$ cat src/rtl/display_mux_ctrl_if.sv
// Bundle between the display multiplexer and its neighbours: run enable and live
// digits in; decoder select, frame-latched digits, anode enables and frame pulse out.
interface display_mux_ctrl_if;
   logic       en;
   logic [3:0] s1_in;
   logic [3:0] s2_in;
   logic       current_hex;
   logic [3:0] s1;
   logic [3:0] s2;
   logic       an1;
   logic       an2;
   logic       frame_tick;

   modport master (
      output en, s1_in, s2_in,
      input  current_hex, s1, s2, an1, an2, frame_tick
   );

   modport slave (
      input  en, s1_in, s2_in,
      output current_hex, s1, s2, an1, an2, frame_tick
   );
endinterface

$ cat src/rtl/display_mux_ctrl.sv
// Dual-digit display time-multiplexer: SHOW0 -> BLANK0 -> SHOW1 -> BLANK1 with
// dead time between digits and once-per-frame digit snapshots.
module display_mux_ctrl #(
   parameter int DIV_COUNT    = 2500,
   parameter int BLANK_CYCLES = 250
) (
   input  logic               clk,
   input  logic               reset,
   display_mux_ctrl_if.slave  bus
);
   localparam int MAX_N = (DIV_COUNT > BLANK_CYCLES) ? DIV_COUNT : BLANK_CYCLES;
   localparam int CW    = (MAX_N > 1) ? $clog2(MAX_N) : 1;

   localparam logic [CW-1:0] DIV_LAST   = CW'(DIV_COUNT - 1);
   localparam logic [CW-1:0] BLANK_LAST = CW'(BLANK_CYCLES - 1);

   localparam logic [1:0] SHOW0  = 2'd0;
   localparam logic [1:0] BLANK0 = 2'd1;
   localparam logic [1:0] SHOW1  = 2'd2;
   localparam logic [1:0] BLANK1 = 2'd3;

   logic [1:0]    r_state;
   logic [1:0]    w_next_state;
   logic [CW-1:0] r_cnt;
   logic [CW-1:0] w_last;
   logic          w_slot_end;

   always_comb begin
      w_last       = ((r_state == SHOW0) || (r_state == SHOW1)) ? DIV_LAST : BLANK_LAST;
      w_slot_end   = bus.en && (r_cnt == w_last);
      w_next_state = r_state;
      case (r_state)
         SHOW0:   w_next_state = BLANK0;
         BLANK0:  w_next_state = SHOW1;
         SHOW1:   w_next_state = BLANK1;
         default: w_next_state = SHOW0;
      endcase
   end

   // Reset lands in BLANK1 so the first frame starts cleanly after one blank slot.
   always_ff @(posedge clk or posedge reset) begin
      if (reset) begin
         r_state        <= BLANK1;
         r_cnt          <= '0;
         bus.s1         <= 4'h0;
         bus.s2         <= 4'h0;
         bus.frame_tick <= 1'b0;
      end else begin
         bus.frame_tick <= 1'b0;
         if (w_slot_end) begin
            r_cnt   <= '0;
            r_state <= w_next_state;
            if (r_state == BLANK1) begin
               bus.s1         <= bus.s1_in;
               bus.s2         <= bus.s2_in;
               bus.frame_tick <= 1'b1;
            end
         end else if (bus.en) begin
            r_cnt <= r_cnt + 1'b1;
         end
      end
   end

   // Select flips on blank entry so the decoder settles before the next anode lights.
   assign bus.current_hex = (r_state == BLANK0) || (r_state == SHOW1);
   assign bus.an1         = ~(bus.en && (r_state == SHOW0));
   assign bus.an2         = ~(bus.en && (r_state == SHOW1));
endmodule

$ cat src/flat_wrapper.sv
// flat-port wrapper written by rule: the top's interface ports become plain ports
module display_mux_ctrl_flat 
#(
   parameter int DIV_COUNT    = 2500,
   parameter int BLANK_CYCLES = 250
)
  (clk, reset, bus_en, bus_s1_in, bus_s2_in, bus_current_hex, bus_s1, bus_s2, bus_an1, bus_an2, bus_frame_tick);
  display_mux_ctrl_if bus_i ();
  input  logic clk;
  input  logic reset;
  input wire logic [$bits(bus_i.en)-1:0] bus_en;
  input wire logic [$bits(bus_i.s1_in)-1:0] bus_s1_in;
  input wire logic [$bits(bus_i.s2_in)-1:0] bus_s2_in;
  output wire logic [$bits(bus_i.current_hex)-1:0] bus_current_hex;
  output wire logic [$bits(bus_i.s1)-1:0] bus_s1;
  output wire logic [$bits(bus_i.s2)-1:0] bus_s2;
  output wire logic [$bits(bus_i.an1)-1:0] bus_an1;
  output wire logic [$bits(bus_i.an2)-1:0] bus_an2;
  output wire logic [$bits(bus_i.frame_tick)-1:0] bus_frame_tick;
  assign bus_i.en = bus_en;
  assign bus_i.s1_in = bus_s1_in;
  assign bus_i.s2_in = bus_s2_in;
  assign bus_current_hex = bus_i.current_hex;
  assign bus_s1 = bus_i.s1;
  assign bus_s2 = bus_i.s2;
  assign bus_an1 = bus_i.an1;
  assign bus_an2 = bus_i.an2;
  assign bus_frame_tick = bus_i.frame_tick;
  display_mux_ctrl #(.DIV_COUNT(DIV_COUNT), .BLANK_CYCLES(BLANK_CYCLES)) u_core (.clk(clk), .reset(reset), .bus(bus_i));
endmodule
$ cat config.mk
export PLATFORM = sky130hd
export DESIGN_NAME = display_mux_ctrl_flat
export DESIGN_NICKNAME = d
export VERILOG_FILES = /design/src/rtl/display_mux_ctrl_if.sv /design/src/rtl/display_mux_ctrl.sv /design/src/flat_wrapper.sv
export SDC_FILE = /design/constraint.sdc
export NUM_CORES = 1
export LEC_CHECK = 0
export ABC_AREA = 1
export BUFFER_PORTS_ARGS = -buffer_cell sky130_fd_sc_hd__buf_2
export CAP_MARGIN = 20
export CORE_UTILIZATION = 35
export CTS_BUF_LIST = sky130_fd_sc_hd__clkbuf_8
export CTS_CLUSTER_DIAMETER = 100
export DETAILED_ROUTE_END_ITERATION = 10
export GPL_TIMING_DRIVEN = 0
export HOLD_SLACK_MARGIN = 0.06
export PLACE_DENSITY = 0.56
export SETUP_SLACK_MARGIN = 0.2
export SYNTH_ARGS = -nofsm -noshare
export SYNTH_HDL_FRONTEND = slang
export SYNTH_SLANG_ARGS = --single-unit
$ cat constraint.sdc
create_clock -name clk -period 1.22 [get_ports clk]
set_input_delay 0.183 -clock clk [delete_from_list [all_inputs] [get_ports clk]]
set_output_delay 0.183 -clock clk [all_outputs]
set_load 0.02 [all_outputs]
==> impl_metrics.xml, run 1 <==
<?xml version="1.0" encoding="UTF-8"?>
<metrics>
  <group name="floorplanning">
    <metric name="design.die.area" unit="sq um">3870</metric>
    <metric name="chipWidth" unit="um">62.2</metric>
    <metric name="fp.dieH" unit="um">62.2</metric>
    <metric name="floorplan.initialDensity" unit="%">37.1</metric>
    <metric name="fp-row-count" unit="">21</metric>
    <metric name="io_pins" unit="">23</metric>
    <metric name="core-area" unit="sq um">3420</metric>
  </group>
  <group name="critical_path">
    <metric name="critical-path-top-delay-family" unit="">flip-flops</metric>
    <metric name="setup.worst_path.class" unit="">reg2out</metric>
    <metric name="crit_chain" unit="">inv_4 -&gt; ha_2 -&gt; nand2_2 -&gt; buf_6</metric>
    <metric name="critPathBufInv" unit="">2</metric>
    <metric name="required_time_of_the_worst_setup_path" unit="ns">1.04</metric>
    <metric name="critical-path-slowest-cell" unit="">sky130_fd_sc_hd__dfstp_2</metric>
    <metric name="reg_to_reg_critical_path_endpoint" unit="">u_core.r_cnt[6]$_DFFE_PP0P_</metric>
    <metric name="slowest_delay" unit="ns">0.57</metric>
    <metric name="crit_path_end_kind" unit="">output port</metric>
    <metric name="critical_path_cell_count" unit="">4</metric>
    <metric name="crit_path_start" unit="">u_core.r_state[0]$_DFFE_PP1P_</metric>
    <metric name="worstPathArrival" unit="ns">1.25</metric>
    <metric name="worst_r2r_path_depth" unit="">6</metric>
    <metric name="cp-start-kind" unit="">register</metric>
    <metric name="setup.worst_path.end" unit="">bus_an2</metric>
    <metric name="regToRegStartpoint" unit="">u_core.r_cnt[3]$_DFFE_PP0P_</metric>
    <metric name="worst-r2r-setup-slack" unit="ns">-0.17</metric>
    <metric name="critical_path_peak_fanout" unit="">3</metric>
  </group>
  <group name="synthesis">
    <metric name="synth_seq_cells" unit="">23</metric>
    <metric name="syn_area" unit="sq um">1270</metric>
    <metric name="synth_top_area_share" unit="%">41.4</metric>
    <metric name="main_combinational_cell_family_by_area_after_synthesis" unit="">simple AND/OR/NAND/NOR gates</metric>
    <metric name="synth.yosys.warnings" unit="">0</metric>
    <metric name="synth_seq_area_share" unit="%">45.6</metric>
    <metric name="synth_commonest_cells" unit="">sky130_fd_sc_hd__nand2_1, sky130_fd_sc_hd__inv_1, sky130_fd_sc_hd__dfrtp_1</metric>
    <metric name="synth_enable_flop_cells" unit="">0</metric>
    <metric name="synthesis.area_per_instance" unit="sq um">8.03</metric>
    <metric name="post_synth_mux_area_share" unit="%">0</metric>
    <metric name="ys.flop_type" unit="">sky130_fd_sc_hd__dfrtp_1</metric>
    <metric name="async_reset_ff_share" unit="%">100</metric>
    <metric name="synth.lib_cells_used.distinct" unit="">19</metric>
    <metric name="synth_top_cells_by_area" unit="">sky130_fd_sc_hd__dfrtp_1, sky130_fd_sc_hd__nand2_1, sky130_fd_sc_hd__inv_1</metric>
    <metric name="synth_compound_gate_area_share" unit="%">1.48</metric>
    <metric name="synth_top_area_cell" unit="">sky130_fd_sc_hd__dfrtp_1</metric>
    <metric name="post_synth_fa_ha_maj_area_fraction" unit="%">4.93</metric>
    <metric name="synthSimpleGateAreaFrac" unit="%">32.3</metric>
    <metric name="syn-instance-count" unit="">158</metric>
    <metric name="yosysMostFrequentCell" unit="">sky130_fd_sc_hd__nand2_1</metric>
    <metric name="xor_and_xnor_area_share_after_synthesis" unit="%">4.83</metric>
    <metric name="synth_fp_nets" unit="">174</metric>
  </group>
  <group name="sta">
    <metric name="max_freq" unit="MHz">696</metric>
    <metric name="fin_worst_skew" unit="ns">0.00153</metric>
    <metric name="post-route-min-period" unit="ns">1.44</metric>
    <metric name="tightest_slew" unit="ns">0.855</metric>
    <metric name="final_max_slew_viol_count" unit="">0</metric>
    <metric name="final-hold-violation-count" unit="">0</metric>
    <metric name="rsz0062_at_grt" unit="">yes</metric>
    <metric name="setup_viol" unit="">24</metric>
    <metric name="least_setup_slack_across_all_paths_after_layout" unit="ns">-0.218</metric>
    <metric name="relSlewSlack" unit="%">43.0</metric>
    <metric name="layout_worst_path_cycle_share" unit="%">118</metric>
  </group>
  <group name="final_layout">
    <metric name="drive_gt1_share" unit="%">51.7</metric>
    <metric name="net_count_of_the_finished_layout" unit="">222</metric>
    <metric name="antenna_cells_inserted" unit="">0</metric>
    <metric name="filler_cell_count" unit="">330</metric>
    <metric name="finalCoreUtilization" unit="%">55.3</metric>
    <metric name="finalNonFillerCells" unit="">251</metric>
    <metric name="areaGrowthSynthToFinish" unit="%">49.0</metric>
  </group>
  <group name="power">
    <metric name="ir_drop" unit="V">0.000819</metric>
    <metric name="power_leakage" unit="uW">0.000973</metric>
    <metric name="power_density" unit="nW/um^2">1250</metric>
    <metric name="power" unit="uW">2360</metric>
  </group>
  <group name="run">
    <metric name="maxCapViolations" unit="">0</metric>
  </group>
  <group name="routing">
    <metric name="routedWlPerCell" unit="um">11.9</metric>
    <metric name="detail_route.iter0.violations" unit="">22</metric>
    <metric name="detail_route.vias_per_cell" unit="">4.63</metric>
    <metric name="remaining_drc_errors" unit="">0</metric>
    <metric name="detailedRoute.firstPassIterationCount" unit="">4</metric>
    <metric name="drt-total-wl" unit="mm">2.98</metric>
    <metric name="dr_total_vias" unit="">1161</metric>
    <metric name="detail-route-antenna-nets" unit="">0</metric>
  </group>
  <group name="placed_design">
    <metric name="buffer_ports.inserted" unit="">21</metric>
    <metric name="post-dp-hpwl" unit="mm">1.83</metric>
    <metric name="placed_instances" unit="">225</metric>
    <metric name="globalplace.congestion" unit="">0.824</metric>
  </group>
  <group name="clock_network">
    <metric name="clkLatencyLatePin" unit="ns">0.26</metric>
    <metric name="cts.sinks" unit="">23</metric>
    <metric name="number_of_buffers_added_by_the_clock_tree_synthesis_step" unit="">3</metric>
    <metric name="cts.htree.levels" unit="">1</metric>
    <metric name="cts_tree" unit="">yes</metric>
    <metric name="root_buffer" unit="">sky130_fd_sc_hd__clkbuf_8</metric>
    <metric name="clk_pin_slew_worst_paths" unit="ns">0.08</metric>
    <metric name="max-clock-path-buffers" unit="">2</metric>
  </group>
  <group name="global_route">
    <metric name="grt.overflow.total" unit="">0</metric>
    <metric name="grt_max_degree" unit="">24</metric>
    <metric name="via_count_of_the_first_global_routing_pass" unit="">1087</metric>
    <metric name="grt_pass1_wl" unit="mm">4.96</metric>
    <metric name="antenna_violations_before_repair" unit="">0</metric>
    <metric name="track_usage" unit="%">16.1</metric>
  </group>
  <group name="outcome">
    <metric name="violations" unit="">negative setup slack</metric>
    <metric name="outcome" unit="">complete, but fails checks</metric>
  </group>
  <group name="worst_hold_path">
    <metric name="holdCritPathClass" unit="">in2async</metric>
  </group>
</metrics>
[layout make-up]
| class | instances | area (sq um) | share of cell area (%) |
|---|---|---|---|
| plain buffers | 4 | 48.8 | 2.58 |
| clock buffers | 3 | 41.3 | 2.18 |
| clock inverters | 1 | 3.75 | 0.199 |
| inverters | 24 | 92.6 | 4.90 |
| multi-input cells | 109 | 758 | 40.1 |
| flip-flops and latches | 23 | 586 | 31.0 |
| well taps | 46 | 57.6 | 3.04 |
| repair buffers | 41 | 303 | 16.0 |
[layout by cell type, fill, tap and decap left out, types with 2 or more instances in the layout]
cell | netlist | final
sky130_fd_sc_hd__nor2_1 | 18 | 9
sky130_fd_sc_hd__ha_4 | 0 | 3
sky130_fd_sc_hd__dfstp_2 | 2 | 2
sky130_fd_sc_hd__nand4_4 | 0 | 2
sky130_fd_sc_hd__nand2_4 | 0 | 2
sky130_fd_sc_hd__nor2_2 | 2 | 10
sky130_fd_sc_hd__nand2_1 | 46 | 35
sky130_fd_sc_hd__nand4_1 | 11 | 11
sky130_fd_sc_hd__nand3_2 | 0 | 6
sky130_fd_sc_hd__dfrtp_1 | 21 | 15
sky130_fd_sc_hd__buf_6 | 3 | 13
sky130_fd_sc_hd__nand2_2 | 3 | 12
sky130_fd_sc_hd__inv_1 | 23 | 15
sky130_fd_sc_hd__inv_2 | 1 | 9
sky130_fd_sc_hd__buf_2 | 0 | 17
sky130_fd_sc_hd__clkbuf_8 | 1 | 3
sky130_fd_sc_hd__nand3_1 | 10 | 3
sky130_fd_sc_hd__dfrtp_2 | 0 | 6
sky130_fd_sc_hd__buf_4 | 0 | 14
sky130_fd_sc_hd__xor2_1 | 7 | 7
[worst register-to-register path, delay by kind of cell, from the launching register on]
family / cells / cell delay, ns
DFF: 1 / 0.45
and+or+nand+nor: 4 / 0.51
AOI/OAI and AO/OA: 1 / 0.29
buffers and inverters: 1 / 0.04
[flip-flops by register name (all words and copies together), names as in the netlist]
| name | flops |
|---|---|
| u_core.r_state | 2 |
| u_core.bus.s2 | 4 |
| u_core.bus.frame_tick | 1 |
| u_core.bus.s1 | 4 |
| u_core.r_cnt | 12 |
[how the worst min path moves through the flow]
stage | from | depth (start not counted) | end | slack, ns
2_1_floorplan | reset | 1 | u_core.bus.frame_tick$_DFF_PP0_ | 0.18
3_3_place_gp | reset | 2 | u_core.bus.s2[0]$_DFFE_PP0P_ | 0.41
3_5_place_dp | reset | 2 | u_core.bus.s1[1]$_DFFE_PP0P_ | 0.41
4_1_cts | reset | 2 | u_core.bus.s1[1]$_DFFE_PP0P_ | 0.13
5_1_grt | bus_en | 2 | u_core.r_cnt[0]$_DFFE_PP0P_ | 0.15
6_report | reset | 2 | u_core.bus.s1[1]$_DFFE_PP0P_ | 0.09
[power by group]
group	leakage (uW)	switching [uW]	internal [uW]	total [uW]
clock	0.0000269	234	224	459
combinational	0.000672	434	400	834
sequential	0.000274	172	896	1070
total	0.000973	840	1520	2360
[repair_timing]
action / in CTS / in global routing
gates resized for setup: 33 / 35
endpoints found under the setup margin: 25 / 29
setup buffers: 11 / 8
pin swaps: 11 / 18
hold buffers: 0 / 0
cloned: 3 / 0
[per-stage QoR]
step / hold WS [ns] / area [sq um] / TNS, ns / setup slack, ns
after floorplan: 0.183 / 1300 / 0 / 0.0215
after global placement: 0.409 / 1470 / -1.95 / -0.130
after detailed placement: 0.413 / 1470 / -2.20 / -0.140
after CTS: 0.129 / 1730 / -2.94 / -0.214
after global routing: 0.154 / 1890 / -4.86 / -0.261
final: 0.0876 / 1890 / -3.44 / -0.218
[logic make-up (layout without fill, tap and decap cells)]
logic type,Yosys count,after routing
compound gates,3,3
flops,23,23
xor+xnor,7,7
buf+inv,28,73
fa+ha+maj,5,5
simple gates,92,94
[routing by layer]
layer	global-route usage (%)	up-vias	part of all wire, %
li1	-	588	-
met1	19.9	534	44
met2	28.0	31	51
met3	2.57	8	3.4
met4	6.10	0	1.5
met5	0	-	0
(Power assumes the default switching activity.)
==> run 2: changes to the inputs <==
--- a/config.mk
+++ b/config.mk
@@ -11,6 +11,7 @@
 export CORE_UTILIZATION = 35
 export CTS_BUF_LIST = sky130_fd_sc_hd__clkbuf_8
 export CTS_CLUSTER_DIAMETER = 100
+export CTS_CLUSTER_SIZE = 14
 export DETAILED_ROUTE_END_ITERATION = 10
 export GPL_TIMING_DRIVEN = 0
 export HOLD_SLACK_MARGIN = 0.06
@@ -19,3 +20,4 @@
 export SYNTH_ARGS = -nofsm -noshare
 export SYNTH_HDL_FRONTEND = slang
 export SYNTH_SLANG_ARGS = --single-unit
+export TNS_END_PERCENT = 30
==> impl_metrics.xml, run 2 (same netlist as run 1, synthesis figures left out) <==
<?xml version="1.0" encoding="UTF-8"?>
<metrics>
  <group name="outcome">
    <metric name="outcome" unit="">complete, but fails checks</metric>
    <metric name="violations" unit="">negative setup slack</metric>
  </group>
  <group name="clock_network">
    <metric name="clk_pin_slew_worst_paths" unit="ns">0.08</metric>
    <metric name="max-clock-path-buffers" unit="">2</metric>
    <metric name="number_of_buffers_added_by_the_clock_tree_synthesis_step" unit="">3</metric>
    <metric name="cts.sinks" unit="">23</metric>
    <metric name="clkLatencyLatePin" unit="ns">0.26</metric>
    <metric name="root_buffer" unit="">sky130_fd_sc_hd__clkbuf_8</metric>
    <metric name="cts.htree.levels" unit="">1</metric>
    <metric name="cts_tree" unit="">yes</metric>
  </group>
  <group name="power">
    <metric name="ir_drop" unit="V">0.000712</metric>
    <metric name="share_comb_of_total_power" unit="%">33.3</metric>
    <metric name="pwr-share-clk" unit="%">20.2</metric>
    <metric name="netSwitchingFraction" unit="%">34.4</metric>
    <metric name="power.switching" unit="uW">777</metric>
    <metric name="power.share.sequential" unit="%">46.5</metric>
    <metric name="power_density" unit="nW/um^2">1250</metric>
    <metric name="power_leakage" unit="uW">0.000952</metric>
    <metric name="p_int" unit="uW">1480</metric>
    <metric name="power" unit="uW">2260</metric>
  </group>
  <group name="final_layout">
    <metric name="net_count_of_the_finished_layout" unit="">218</metric>
    <metric name="multiInputGateArea" unit="sq um">684</metric>
    <metric name="antenna_cells_inserted" unit="">0</metric>
    <metric name="top_regs" unit="">u_core.r_cnt (12), u_core.bus.s1 (4), u_core.bus.s2 (4)</metric>
    <metric name="drive_gt1_share" unit="%">43.3</metric>
    <metric name="filler_cell_count" unit="">326</metric>
    <metric name="flip_flop_count_of_the_largest_register_all_copies_and_words_added" unit="">12</metric>
    <metric name="seq_area" unit="sq um">583</metric>
    <metric name="finalNonFillerCells" unit="">247</metric>
    <metric name="areaGrowthSynthToFinish" unit="%">41.7</metric>
    <metric name="layout_common_cells" unit="">sky130_fd_sc_hd__nand2_1, sky130_fd_sc_hd__inv_1, sky130_fd_sc_hd__dfrtp_1</metric>
    <metric name="layout_commonest_cell" unit="">sky130_fd_sc_hd__nand2_1</metric>
    <metric name="finalCoreUtilization" unit="%">52.6</metric>
    <metric name="registers.top_by_ff_count" unit="">u_core.r_cnt</metric>
  </group>
  <group name="placed_design">
    <metric name="post-dp-hpwl" unit="mm">1.85</metric>
    <metric name="globalplace.congestion" unit="">0.785</metric>
    <metric name="placed_instances" unit="">225</metric>
    <metric name="buffer_ports.inserted" unit="">21</metric>
    <metric name="dp_worst_setup_slack" unit="ns">-0.137</metric>
  </group>
  <group name="sta">
    <metric name="least_setup_slack_across_all_paths_after_layout" unit="ns">-0.199</metric>
    <metric name="fin_worst_skew" unit="ns">0.00389</metric>
    <metric name="timing.hold.ws" unit="ns">0.0908</metric>
    <metric name="layout_worst_path_cycle_share" unit="%">116</metric>
    <metric name="relSlewSlack" unit="%">42.4</metric>
    <metric name="max_freq" unit="MHz">705</metric>
    <metric name="final_max_slew_viol_count" unit="">0</metric>
    <metric name="post-route-min-period" unit="ns">1.42</metric>
    <metric name="final-hold-violation-count" unit="">0</metric>
    <metric name="rsz0062_at_grt" unit="">yes</metric>
    <metric name="setup_viol" unit="">24</metric>
    <metric name="tightest_slew" unit="ns">0.863</metric>
  </group>
  <group name="routing">
    <metric name="remaining_drc_errors" unit="">0</metric>
    <metric name="detailedRoute.firstPassIterationCount" unit="">4</metric>
    <metric name="dr_total_vias" unit="">1179</metric>
    <metric name="detail-route-antenna-nets" unit="">0</metric>
    <metric name="routedWlPerCell" unit="um">11.6</metric>
    <metric name="detail_route.vias_per_cell" unit="">4.77</metric>
    <metric name="drt-total-wl" unit="mm">2.87</metric>
    <metric name="detail_route.iter0.violations" unit="">32</metric>
  </group>
  <group name="floorplanning">
    <metric name="fp-row-count" unit="">21</metric>
    <metric name="chipWidth" unit="um">62.2</metric>
    <metric name="floorplan.initialDensity" unit="%">37.1</metric>
    <metric name="design.die.area" unit="sq um">3870</metric>
    <metric name="fp.dieH" unit="um">62.2</metric>
    <metric name="io_pins" unit="">23</metric>
    <metric name="core-area" unit="sq um">3420</metric>
  </group>
  <group name="global_route">
    <metric name="grt_most_used_layer" unit="">met2</metric>
    <metric name="track_usage" unit="%">15.8</metric>
    <metric name="via_count_of_the_first_global_routing_pass" unit="">1129</metric>
    <metric name="gr-usage-met2" unit="%">28.2</metric>
    <metric name="grt.overflow.total" unit="">0</metric>
    <metric name="antenna_violations_before_repair" unit="">0</metric>
    <metric name="grt_max_degree" unit="">24</metric>
    <metric name="grt.met1_usage" unit="%">19.3</metric>
    <metric name="globalRouteMet3Util" unit="%">2.57</metric>
    <metric name="grt_pass1_wl" unit="mm">4.91</metric>
  </group>
  <group name="critical_path">
    <metric name="setup.worst_path.class" unit="">reg2out</metric>
    <metric name="critical-path-slowest-cell" unit="">sky130_fd_sc_hd__dfstp_2</metric>
    <metric name="crit_chain" unit="">inv_2 -&gt; ha_4 -&gt; buf_6</metric>
    <metric name="cp-start-kind" unit="">register</metric>
    <metric name="worstPathArrival" unit="ns">1.24</metric>
    <metric name="crit_path_end_kind" unit="">output port</metric>
    <metric name="critical_path_peak_fanout" unit="">3</metric>
    <metric name="required_time_of_the_worst_setup_path" unit="ns">1.04</metric>
    <metric name="slowest_delay" unit="ns">0.57</metric>
  </group>
  <group name="run">
    <metric name="maxCapViolations" unit="">0</metric>
  </group>
  <group name="worst_hold_path">
    <metric name="holdCritPathClass" unit="">in2async</metric>
  </group>
</metrics>
-- run 2: cell count changes in the layout (fill, tap and decap cells not counted), sizes merged --
| cell | change |
|---|---|
| buf | -4 |
| inv | -1 |
| clkinv | +1 |
-- run 2: critical path, delay by kind of cell, from the launching register on --
kind / cells / cell delay (ns)
flops: 1 / 0.57
buf+inv: 2 / 0.16
fa+ha+maj: 1 / 0.26
-- run 2: metal layers --
| metal | routed length, um | vias to the layer above |
|---|---|---|
| li1 | - | 583 |
| met2 | 1470 | 28 |
| met4 | 32 | 0 |
| met5 | 0 | - |
| met3 | 120 | 5 |
| met1 | 1240 | 563 |
-- run 2: metrics by stage --
stage                     cell area [sq um]  setup TNS [ns]
after global placement                 1460           -1.95
final                                  1800           -2.76
after global routing                   1800           -4.51
after detailed placement               1460           -2.29
after floorplan                        1290               0
after CTS                              1620           -2.73
-- run 2: worst paths after layout --
path                                               start                            to  slack, ns  cells past startpoint
setup / recovery           u_core.r_state[1]$_DFFE_PP1P_               bus_current_hex      -0.20                      3
hold / removal                                     reset  u_core.bus.s1[3]$_DFFE_PP0P_       0.09                      2
setup reg to reg           u_core.r_state[0]$_DFFE_PP1P_  u_core.bus.s2[0]$_DFFE_PP0P_      -0.16                      6
hold reg to reg             u_core.bus.s1[1]$_DFFE_PP0P_  u_core.bus.s1[1]$_DFFE_PP0P_       0.48                      2
max in group asynchronous                          reset   u_core.r_cnt[3]$_DFFE_PP0P_       0.54                      2
min in group clk                                  bus_en   u_core.r_cnt[0]$_DFFE_PP0P_       0.16                      2
-- run 2: layout make-up --
| cell class | count | share of cell area (%) |
|---|---|---|
| Buffer | 4 | 2.71 |
| Timing Repair Buffer | 37 | 15.9 |
| Sequential cell | 23 | 32.4 |
| Multi-Input combinational cell | 109 | 38.1 |
| Inverter | 24 | 5.15 |
| Clock inverter | 1 | 0.278 |
| Clock buffer | 3 | 2.30 |
| Tap cell | 46 | 3.20 |
-- run 2: power by group through the flow --
| stage | Combinational [uW] | Sequential [uW] | Clock [uW] |
|---|---|---|---|
| 5_1_grt | 850 | 1070 | 524 |
| 3_5_place_dp | 464 | 1040 | 0 |
| 2_1_floorplan | 378 | 1000 | 0 |
| 4_1_cts | 528 | 1020 | 491 |
| 6_report | 752 | 1050 | 455 |
| 3_3_place_gp | 456 | 1030 | 0 |
-- run 2: what timing repair did --
item	in CTS	in global routing
endpoints found under the setup margin	25	31
hold buffers	0	0
pin swaps	2	3
resized for setup	17	38
buffers inserted	6	9
cloned	2	1
==> run 3: changes to the inputs <==
--- a/config.mk
+++ b/config.mk
@@ -5,7 +5,6 @@
 export SDC_FILE = /design/constraint.sdc
 export NUM_CORES = 1
 export LEC_CHECK = 0
-export ABC_AREA = 1
 export BUFFER_PORTS_ARGS = -buffer_cell sky130_fd_sc_hd__buf_2
 export CAP_MARGIN = 20
 export CORE_UTILIZATION = 35
@@ -15,7 +14,7 @@
 export DETAILED_ROUTE_END_ITERATION = 10
 export GPL_TIMING_DRIVEN = 0
 export HOLD_SLACK_MARGIN = 0.06
-export PLACE_DENSITY = 0.56
+export PLACE_DENSITY = 0.57
 export SETUP_SLACK_MARGIN = 0.2
 export SYNTH_ARGS = -nofsm -noshare
 export SYNTH_HDL_FRONTEND = slang
==> impl_metrics.xml, run 3 <==
<?xml version="1.0" encoding="UTF-8"?>
<metrics>
  <group name="outcome">
    <metric name="outcome" unit="">complete, but fails checks</metric>
    <metric name="violations" unit="">negative setup slack</metric>
  </group>
  <group name="global_route">
    <metric name="via_count_of_the_first_global_routing_pass" unit="">838</metric>
    <metric name="grt.overflow.total" unit="">0</metric>
    <metric name="grt_pass1_wl" unit="mm">3.80</metric>
    <metric name="grt_max_degree" unit="">24</metric>
    <metric name="antenna_violations_before_repair" unit="">0</metric>
    <metric name="track_usage" unit="%">14.5</metric>
  </group>
  <group name="routing">
    <metric name="remaining_drc_errors" unit="">0</metric>
    <metric name="dr_total_vias" unit="">821</metric>
    <metric name="detail-route-antenna-nets" unit="">0</metric>
    <metric name="detail_route.vias_per_cell" unit="">4.83</metric>
    <metric name="detail_route.iter0.violations" unit="">18</metric>
    <metric name="detailedRoute.firstPassIterationCount" unit="">3</metric>
    <metric name="routedWlPerCell" unit="um">12.9</metric>
    <metric name="drt-total-wl" unit="mm">2.19</metric>
  </group>
  <group name="power">
    <metric name="netSwitchingFraction" unit="%">30.7</metric>
    <metric name="ir_drop" unit="V">0.000549</metric>
    <metric name="pwr-share-clk" unit="%">25.0</metric>
    <metric name="power_density" unit="nW/um^2">1280</metric>
    <metric name="power_leakage" unit="uW">0.000670</metric>
    <metric name="share_comb_of_total_power" unit="%">19.8</metric>
    <metric name="p_int" unit="uW">1300</metric>
    <metric name="power.share.sequential" unit="%">55.3</metric>
    <metric name="power.switching" unit="uW">574</metric>
  </group>
  <group name="clock_network">
    <metric name="cts.htree.levels" unit="">1</metric>
    <metric name="clkLatencyLatePin" unit="ns">0.27</metric>
    <metric name="clk_pin_slew_worst_paths" unit="ns">0.08</metric>
    <metric name="root_buffer" unit="">sky130_fd_sc_hd__clkbuf_8</metric>
    <metric name="max-clock-path-buffers" unit="">2</metric>
    <metric name="cts_tree" unit="">yes</metric>
    <metric name="number_of_buffers_added_by_the_clock_tree_synthesis_step" unit="">3</metric>
    <metric name="cts.sinks" unit="">23</metric>
    <metric name="cts-hold-fix-buffers" unit="">0</metric>
  </group>
  <group name="synthesis">
    <metric name="synth_seq_cells" unit="">23</metric>
    <metric name="syn-instance-count" unit="">99</metric>
    <metric name="synth_top_area_cell" unit="">sky130_fd_sc_hd__dfrtp_1</metric>
    <metric name="synth_commonest_cells" unit="">sky130_fd_sc_hd__dfrtp_1, sky130_fd_sc_hd__nor2_1, sky130_fd_sc_hd__mux2_4</metric>
    <metric name="synth_seq_area_share" unit="%">50.2</metric>
    <metric name="synth.yosys.warnings" unit="">0</metric>
    <metric name="synth_top_area_share" unit="%">45.7</metric>
    <metric name="synth.lib_cells_used.distinct" unit="">30</metric>
    <metric name="syn_area" unit="sq um">1150</metric>
    <metric name="yosysMostFrequentCell" unit="">sky130_fd_sc_hd__dfrtp_1</metric>
    <metric name="synth_fp_nets" unit="">115</metric>
    <metric name="synth_enable_flop_cells" unit="">0</metric>
    <metric name="synth_top_cells_by_area" unit="">sky130_fd_sc_hd__dfrtp_1, sky130_fd_sc_hd__mux2_4, sky130_fd_sc_hd__ha_1</metric>
    <metric name="async_reset_ff_share" unit="%">100</metric>
    <metric name="synthesis.area_per_instance" unit="sq um">11.6</metric>
    <metric name="ys.flop_type" unit="">sky130_fd_sc_hd__dfrtp_1</metric>
  </group>
  <group name="placed_design">
    <metric name="buffer_ports.inserted" unit="">22</metric>
    <metric name="globalplace.congestion" unit="">0.776</metric>
    <metric name="placed_instances" unit="">165</metric>
    <metric name="dp_worst_setup_slack" unit="ns">-0.814</metric>
    <metric name="post-dp-hpwl" unit="mm">1.47</metric>
  </group>
  <group name="critical_path">
    <metric name="required_time_of_the_worst_setup_path" unit="ns">1.37</metric>
    <metric name="critical-path-slowest-cell" unit="">sky130_fd_sc_hd__dfstp_2</metric>
    <metric name="cp-start-kind" unit="">register</metric>
    <metric name="crit_chain" unit="">nand3b_1 -&gt; or4_4 -&gt; a2111o_1 -&gt; buf_6 -&gt; mux2_4</metric>
    <metric name="crit_path_end_kind" unit="">register</metric>
    <metric name="setup.worst_path.class" unit="">reg2reg</metric>
    <metric name="worstPathArrival" unit="ns">2.20</metric>
    <metric name="critical_path_peak_fanout" unit="">8</metric>
    <metric name="slowest_delay" unit="ns">0.56</metric>
  </group>
  <group name="final_layout">
    <metric name="layout_common_cells" unit="">sky130_fd_sc_hd__dfrtp_1, sky130_fd_sc_hd__buf_2, sky130_fd_sc_hd__nor2_1</metric>
    <metric name="antenna_cells_inserted" unit="">0</metric>
    <metric name="areaGrowthSynthToFinish" unit="%">26.5</metric>
    <metric name="net_count_of_the_finished_layout" unit="">143</metric>
    <metric name="finalNonFillerCells" unit="">170</metric>
    <metric name="top_regs" unit="">u_core.r_cnt (12), u_core.bus.s1 (4), u_core.bus.s2 (4)</metric>
    <metric name="seq_area" unit="sq um">583</metric>
    <metric name="filler_cell_count" unit="">288</metric>
    <metric name="layout_commonest_cell" unit="">sky130_fd_sc_hd__dfrtp_1</metric>
    <metric name="multiInputGateArea" unit="sq um">556</metric>
    <metric name="flip_flop_count_of_the_largest_register_all_copies_and_words_added" unit="">12</metric>
    <metric name="registers.top_by_ff_count" unit="">u_core.r_cnt</metric>
    <metric name="drive_gt1_share" unit="%">42.9</metric>
  </group>
  <group name="sta">
    <metric name="relSlewSlack" unit="%">43.6</metric>
    <metric name="fin_worst_skew" unit="ns">0.00855</metric>
    <metric name="rsz0062_at_grt" unit="">yes</metric>
    <metric name="tightest_slew" unit="ns">0.846</metric>
    <metric name="final-hold-violation-count" unit="">0</metric>
    <metric name="setup_viol" unit="">23</metric>
    <metric name="least_setup_slack_across_all_paths_after_layout" unit="ns">-0.832</metric>
    <metric name="layout_worst_path_cycle_share" unit="%">168</metric>
    <metric name="post-route-min-period" unit="ns">2.05</metric>
    <metric name="max_freq" unit="MHz">487</metric>
    <metric name="final_max_slew_viol_count" unit="">0</metric>
  </group>
  <group name="floorplanning">
    <metric name="floorplan.initialDensity" unit="%">37.4</metric>
    <metric name="chipWidth" unit="um">59.4</metric>
    <metric name="fp.dieH" unit="um">59.4</metric>
    <metric name="core-area" unit="sq um">3080</metric>
    <metric name="fp-row-count" unit="">20</metric>
    <metric name="io_pins" unit="">23</metric>
    <metric name="design.die.area" unit="sq um">3520</metric>
  </group>
  <group name="worst_hold_path">
    <metric name="holdCritPathClass" unit="">in2async</metric>
  </group>
  <group name="run">
    <metric name="maxCapViolations" unit="">0</metric>
  </group>
</metrics>
## run 3: cell types whose count changed in the layout (fill, tap and decap cells not counted), sizes merged, moves of 2 or more
cell,delta
xor2,-2
mux2,+9
a21oi,-2
buf,-16
xnor2,+6
nor3,+3
inv,-18
nor2,-9
clkbuf,+2
nand2,-44
nand3,-6
nand4,-8
## run 3: cell families after synthesis
logic type                 count (synthesis)  share of synthesized area (%)
AOI/OAI and AO/OA                          5                           3.59
and+or+nand+nor                           35                           16.0
buffers and inverters                     10                           4.13
adders and majority gates                  5                           5.43
xor gates and xnor gates                  11                           8.37
muxes                                     10                           12.3
DFF                                       23                           50.2
## run 3: path summary, 6_finish.rpt
check / start / endpoint / slack, ns / cells after the start
max in group asynchronous: reset / u_core.r_cnt[4]$_DFFE_PP0P_ / 0.56 / 2
min: reset / u_core.bus.s1[3]$_DFFE_PP0P_ / 0.08 / 2
min in group clk: bus_s1_in[3] / u_core.bus.s1[3]$_DFFE_PP0P_ / 0.14 / 2
min reg2reg: u_core.bus.s1[0]$_DFFE_PP0P_ / u_core.bus.s1[0]$_DFFE_PP0P_ / 0.50 / 1
max reg2reg: u_core.r_state[0]$_DFFE_PP1P_ / u_core.bus.s2[2]$_DFFE_PP0P_ / -0.83 / 5
max: u_core.r_state[0]$_DFFE_PP1P_ / u_core.bus.s2[2]$_DFFE_PP0P_ / -0.83 / 5
## run 3: per-layer routing
layer,vias to the layer above,track usage (%),share of wire (%)
li1,393,-,-
met1,401,17.8,46
met2,22,24.9,48
met3,5,2.40,4.2
met4,0,6.12,1.5
met5,-,0,0
## run 3: what timing repair did
item	4_1_cts	5_1_grt
endpoints found under the setup margin	25	29
buffers inserted	1	0
endpoints found under the hold margin	0	0
pin swaps	1	2
gates resized for setup	12	16
## run 3: power groups by stage
stage | Sequential (uW) | Clock (uW) | Combinational [uW]
after CTS | 1020 | 481 | 372
after floorplan | 989 | 0 | 272
after global placement | 1010 | 0 | 332
after global routing | 1060 | 518 | 435
after detailed placement | 1020 | 0 | 336
final | 1030 | 467 | 370
## run 3: critical path: cells and delay by family (launching register included)
family | cells | cell delay (ns)
compound gates | 1 | 0.41
mux | 1 | 0.29
flops | 1 | 0.56
buf+inv | 1 | 0.16
simple gates | 2 | 0.51
## run 3: final cells by class
class | count | share of cell area, %
sequential | 23 | 40.0
multi-input combinational | 66 | 38.1
inverter | 6 | 1.55
buffer | 4 | 2.49
timing repair buffer | 23 | 10.8
clock inverter | 1 | 0.344
tap | 44 | 3.78
clock buffer | 3 | 2.84
## run 3: stage by stage
step           area (sq um)  TNS, ns  hold WS [ns]  power (uW)  util [%]
2_1_floorplan          1150   -11.78         0.183        1260         -
3_3_place_gp           1320   -14.59         0.396        1350      42.8
3_5_place_dp           1320   -14.35         0.399        1360      42.8
4_1_cts                1410   -15.01         0.114        1870      45.7
5_1_grt                1460   -16.57         0.144        2010      47.3
6_report               1460   -14.95        0.0757        1870      47.3
